**config.mk**
```make
export PLATFORM = sky130hd
export DESIGN_NAME = accel_bus_if
export DESIGN_NICKNAME = d
export VERILOG_FILES = /design/src/rtl/accel_bus_if.sv
export SDC_FILE = /design/constraint.sdc
export NUM_CORES = 1
export LEC_CHECK = 0
export CAP_MARGIN = 20
export CORE_UTILIZATION = 45
export DETAILED_ROUTE_END_ITERATION = 10
export GPL_TIMING_DRIVEN = 0
export PLACE_DENSITY = 0.69
export SETUP_SLACK_MARGIN = 0.05
export SLEW_MARGIN = 20
export SYNTH_ARGS = -nofsm -noshare
export SYNTH_HDL_FRONTEND = slang
export SYNTH_SLANG_ARGS = --single-unit
```
**constraint.sdc**
```tcl
create_clock -name clk -period 5.3 [get_ports clk]
set_clock_uncertainty 0.15 [all_clocks]
set_input_delay 1.06 -clock clk [delete_from_list [all_inputs] [get_ports clk]]
set_output_delay 1.06 -clock clk [all_outputs]
set_load 0.02 [all_outputs]
```
**src/rtl/accel_bus_if.sv**
```systemverilog
// accel_bus_if: buffered bridge between the CPU accelerator-bus port and the
// neural-network accelerator. A command FIFO carries CPU writes to the
// accelerator over valid/ready; a result FIFO returns accelerator results
// as CPU read data.
// Optional build macro: ACCEL_BUS_LOOPBACK_EN adds a `loopback` input that
// routes command heads straight into the result FIFO.
module accel_bus_if #(
   parameter int unsigned DEPTH = 4,
   localparam int unsigned CW = $clog2(DEPTH) + 1
) (
   input  logic          clk,
   input  logic          rst,
   input  logic          cpu_wr_en,
   input  logic [15:0]   cpu_wr_data,
   input  logic          cpu_rd_en,
   output logic [15:0]   cpu_rd_data,
   output logic          cpu_stall,
   output logic          acc_cmd_valid,
   output logic [15:0]   acc_cmd_data,
   input  logic          acc_cmd_ready,
   input  logic          acc_res_valid,
   input  logic [15:0]   acc_res_data,
   output logic          acc_res_ready,
   output logic [CW-1:0] cmd_count,
   output logic [CW-1:0] res_count,
   input  logic          clr_err,
   output logic          err_ovf,
`ifdef ACCEL_BUS_LOOPBACK_EN
   output logic          err_udf,
   input  logic          loopback
`else
   output logic          err_udf
`endif
);

   localparam int unsigned PW = CW - 1;
   localparam int unsigned DW = 16;

   logic [DW-1:0] cmd_mem [DEPTH];
   logic [PW-1:0] cmd_wr_ptr;
   logic [PW-1:0] cmd_rd_ptr;
   logic [CW-1:0] cmd_cnt;

   logic [DW-1:0] res_mem [DEPTH];
   logic [PW-1:0] res_wr_ptr;
   logic [PW-1:0] res_rd_ptr;
   logic [CW-1:0] res_cnt;

   logic          cmd_full;
   logic          cmd_empty;
   logic          res_full;
   logic          res_empty;
   logic          cmd_push;
   logic          cmd_pop;
   logic          res_push;
   logic          res_pop;
   logic [DW-1:0] res_wdata;

   // Occupancy flags, sampled from the registered counts only
   assign cmd_full  = (cmd_cnt == CW'(DEPTH));
   assign cmd_empty = (cmd_cnt == '0);
   assign res_full  = (res_cnt == CW'(DEPTH));
   assign res_empty = (res_cnt == '0);

   // CPU side: a write into a full FIFO is dropped, a read from an empty one ignored
   assign cmd_push  = cpu_wr_en & ~cmd_full;
   assign res_pop   = cpu_rd_en & ~res_empty;
   assign cpu_stall = (cpu_wr_en & cmd_full) | (cpu_rd_en & res_empty);

   // Heads are read straight out of the storage registers
   assign acc_cmd_data = cmd_mem[cmd_rd_ptr];
   assign cpu_rd_data  = res_empty ? '0 : res_mem[res_rd_ptr];

`ifdef ACCEL_BUS_LOOPBACK_EN
   logic lb_xfer;

   // Loopback moves the command head into the result FIFO and hides the accelerator
   assign lb_xfer       = loopback & ~cmd_empty & ~res_full;
   assign acc_cmd_valid = ~cmd_empty & ~loopback;
   assign acc_res_ready = ~res_full & ~loopback;
   assign cmd_pop       = loopback ? lb_xfer : (~cmd_empty & acc_cmd_ready);
   assign res_push      = loopback ? lb_xfer : (acc_res_valid & ~res_full);
   assign res_wdata     = loopback ? acc_cmd_data : acc_res_data;
`else
   // Accelerator handshakes
   assign acc_cmd_valid = ~cmd_empty;
   assign acc_res_ready = ~res_full;
   assign cmd_pop       = ~cmd_empty & acc_cmd_ready;
   assign res_push      = acc_res_valid & ~res_full;
   assign res_wdata     = acc_res_data;
`endif

   assign cmd_count = cmd_cnt;
   assign res_count = res_cnt;

   // Command FIFO storage, pointers and occupancy
   always_ff @(posedge clk or posedge rst) begin
      if (rst) begin
         cmd_mem    <= '{default: '0};
         cmd_wr_ptr <= '0;
         cmd_rd_ptr <= '0;
         cmd_cnt    <= '0;
      end else begin
         if (cmd_push) begin
            cmd_mem[cmd_wr_ptr] <= cpu_wr_data;
            cmd_wr_ptr          <= cmd_wr_ptr + PW'(1);
         end
         if (cmd_pop) begin
            cmd_rd_ptr <= cmd_rd_ptr + PW'(1);
         end
         case ({cmd_push, cmd_pop})
            2'b10:   cmd_cnt <= cmd_cnt + CW'(1);
            2'b01:   cmd_cnt <= cmd_cnt - CW'(1);
            default: cmd_cnt <= cmd_cnt;
         endcase
      end
   end

   // Result FIFO storage, pointers and occupancy
   always_ff @(posedge clk or posedge rst) begin
      if (rst) begin
         res_mem    <= '{default: '0};
         res_wr_ptr <= '0;
         res_rd_ptr <= '0;
         res_cnt    <= '0;
      end else begin
         if (res_push) begin
            res_mem[res_wr_ptr] <= res_wdata;
            res_wr_ptr          <= res_wr_ptr + PW'(1);
         end
         if (res_pop) begin
            res_rd_ptr <= res_rd_ptr + PW'(1);
         end
         case ({res_push, res_pop})
            2'b10:   res_cnt <= res_cnt + CW'(1);
            2'b01:   res_cnt <= res_cnt - CW'(1);
            default: res_cnt <= res_cnt;
         endcase
      end
   end

   // Sticky error flags; a new error event wins over a clear in the same cycle
   always_ff @(posedge clk or posedge rst) begin
      if (rst) begin
         err_ovf <= 1'b0;
         err_udf <= 1'b0;
      end else begin
         if (cpu_wr_en & cmd_full) begin
            err_ovf <= 1'b1;
         end else if (clr_err) begin
            err_ovf <= 1'b0;
         end
         if (cpu_rd_en & res_empty) begin
            err_udf <= 1'b1;
         end else if (clr_err) begin
            err_udf <= 1'b0;
         end
      end
   end

endmodule

```
==> qor.yml <==
status: "completed"
final_hold_viol_count: 0
clk_latency_ns: 0.41
worst_slew_margin_rel: 0.473
avgSynthCellArea_sq_um: 16.3
grt_pass1_wl_um: 21400
nets: 565
ctsHoldBuffers: 0
die_area_sq_mm: 0.0154
clkTransAtPathRegs_ns: 0.06
grt-ovfl-total: 0
synth_warnings: 0
dr.first_iter.drc_count: 149
wl_per_cell_um: 18.4
diodes: 0
num_vias: 3735
r2r_slack_ns: 2.84
fp-row-count: 44
synthCells: 413
worstPathArrival_ns: 2.98
grt_max_degree: 106
seq_area_sq_mm: 0.00360
syn2layout_area_growth_pct: 24.6
cts_buffers: 17
slowest_stage: "nor3_2"
gp_congestion: 0.699
cpPeakStageDelay_ns: 0.68
die_w_um: 124
cts_setup_buffers: 0
r2r_start: "res_count[0]$_DFFE_PP0P_"
antenna_found_initial: 0
rsz0062_at_grt: "no"
power_uw: 6080
slew_viol_final: 0
ff2ff_path_depth: 9
synth_cell_types: 26
nFillCells: 1194
pin_count: 82
ys_seq_elements: 144
path_class: "flip-flop to output port"
power.density_mw_per_mm2: 726
antenna_left: 0
final_cell_mix: "144 x dfrtp_1, 90 x mux2_2, 81 x clkdlybuf4s50_1"
yosysTopAreaCell: "dfrtp_1"
synth_nets: 464
tightest_slew_ns: 0.786
finalSetupViolCount: 0
hold_path_end: "cmd_mem[45]$_DFFE_PP0P_"
cp-start-kind: "flip-flop"
yosysTopAreaCellShare: 0.536
die_h_um: 124
ctsLongestPathBuffers: 2
cts_resized: 0
layout_commonest_cell: "dfrtp_1"
synth_area_leaders: "dfrtp_1 54%, mux2_2 15%, mux4_2 11%"
grt_pass1_vias: 4135
core_sq_mm: 0.0145
drive_gt1_frac: 0.398
cts_tree: "built"
ys_seq_area_frac: 0.536
period_minus_slack_ns: 4.19
end_kind: "output port"
cp_num_buf_inv: 2
crit_chain: "nor3_2 > clkbuf_1 > nand2_1 > nand2_1 > clkdlybuf4s50_1"
clkSinkCount: 144
critical-path-top-delay-family: "buffers and inverters"
drv_cap: 0
regToRegEndpoint: "res_count[2]$_DFFE_PP0P_"
synth_area_sq_mm: 0.00672
crit_top_cell: "nand2_1"
hold_class: "flip-flop to flip-flop"
dr.pass1.iters: 4
h-tree-depth: 4
critPathMaxFanout: 10
min_from: "cmd_mem[45]$_DFFE_PP0P_"
irDropWorstVdd_mv: 0.355
hold_depth: 1
initial_core_util: 0.462
postLayoutCoreUtil: 0.576
dp_hpwl_um: 8680
drcViolationCount: 0
multi_input_area_sq_mm: 0.00288
period_share: 0.791
fmax_mhz: 239
totalWireLength_um: 13100
power.leakage_uw: 0.00358
root_buffer: "clkbuf_16"
via_per_inst: 5.25
grt_usage: 0.188
numPortBuffers: 81
cp_data_required_time_ns: 4.09
[per-layer routing]
| metal | part of all wire | global-route usage |
|---|---|---|
| met1 | 0.44 | 0.238 |
| met2 | 0.50 | 0.312 |
| met3 | 0.050 | 0.0540 |
| met4 | 0.012 | 0.0565 |
| met5 | 0 | 0 |
[stage by stage]
stage | hold slack [ns] | cells | area [sq um] | setup TNS (ns) | setup WS [ns]
3_3_place_gp | 0.333 | 678 | 7760 | -223.71 | -1.56
5_1_grt | 0.369 | 711 | 8370 | 0 | 0.941
4_1_cts | 0.353 | 711 | 8370 | 0 | 1.04
6_report | 0.350 | 711 | 8370 | 0 | 1.11
2_1_floorplan | 0.325 | 413 | 6720 | 0 | 0.224
3_5_place_dp | 0.339 | 679 | 7800 | 0 | 1.51
[kinds of logic after synthesis]
kind of cell             Yosys count  share of synthesized area
buffers and inverters             35                     0.0354
XOR/XNOR                          12                     0.0156
flip-flops                       144                      0.536
AO/OA/AOI/OAI                      3                    0.00279
AND/OR/NAND/NOR                   43                     0.0348
multiplexers                     164                      0.350
adder cells (fa/ha/maj)           12                     0.0246
[Yosys cell counts]
| master | count |
|---|---|
| dfrtp_1 | 144 |
| nor3_1 | 1 |
| inv_1 | 13 |
| mux2_2 | 90 |
| nand2_1 | 10 |
| mux2_4 | 40 |
| nor3b_2 | 1 |
| ha_1 | 10 |
| nor2_1 | 7 |
| buf_2 | 9 |
| and3_1 | 4 |
| nor2b_1 | 17 |
| nand2b_1 | 1 |
| mux4_2 | 32 |
| buf_1 | 1 |
| mux2i_1 | 2 |
| buf_12 | 4 |
| xor2_1 | 7 |
| or3_1 | 1 |
| xnor2_1 | 5 |
| o21ai_0 | 2 |
| or3b_1 | 1 |
| fa_1 | 2 |
| o31a_1 | 1 |
| buf_6 | 4 |
| clkbuf_1 | 4 |
[registers in the layout, summed over array words and instances (netlist names), 2 cells and up]
| name | flops |
|---|---|
| cmd_mem | 64 |
| res_mem | 64 |
| cmd_count | 3 |
| res_count | 3 |
| cmd_rd_ptr | 2 |
| cmd_wr_ptr | 2 |
| res_rd_ptr | 2 |
| res_wr_ptr | 2 |
[how the worst max path moves through the flow]
stage | slack [ns] | start | cells past startpoint | end
finish | 1.11 | res_count[0]$_DFFE_PP0P_ | 5 | cpu_stall
global placement | -1.56 | rst | 2 | res_mem[21]$_DFFE_PP0P_
floorplan | 0.22 | rst | 1 | cmd_count[0]$_DFFE_PP0P_
detailed placement | 1.51 | res_count[0]$_DFFE_PP0P_ | 5 | cpu_stall
CTS | 1.04 | res_count[0]$_DFFE_PP0P_ | 5 | cpu_stall
global route | 0.94 | res_count[0]$_DFFE_PP0P_ | 5 | cpu_stall
[report_power, final]
group          internal, uW  switching, uW  total, uW
Clock                   720            430       1150
Combinational          1730           1220       2950
Sequential             1670            307       1980
[area by class of cell]
class                      count  share of cell area
tap                          184              0.0275
clock inverter                 4             0.00568
multi-input combinational    234               0.344
timing repair buffer          82               0.100
sequential                   144               0.430
inverter                      13             0.00672
buffer                        22              0.0226
clock buffer                  28              0.0629
Note: power is estimated with default switching activity, not from simulation.
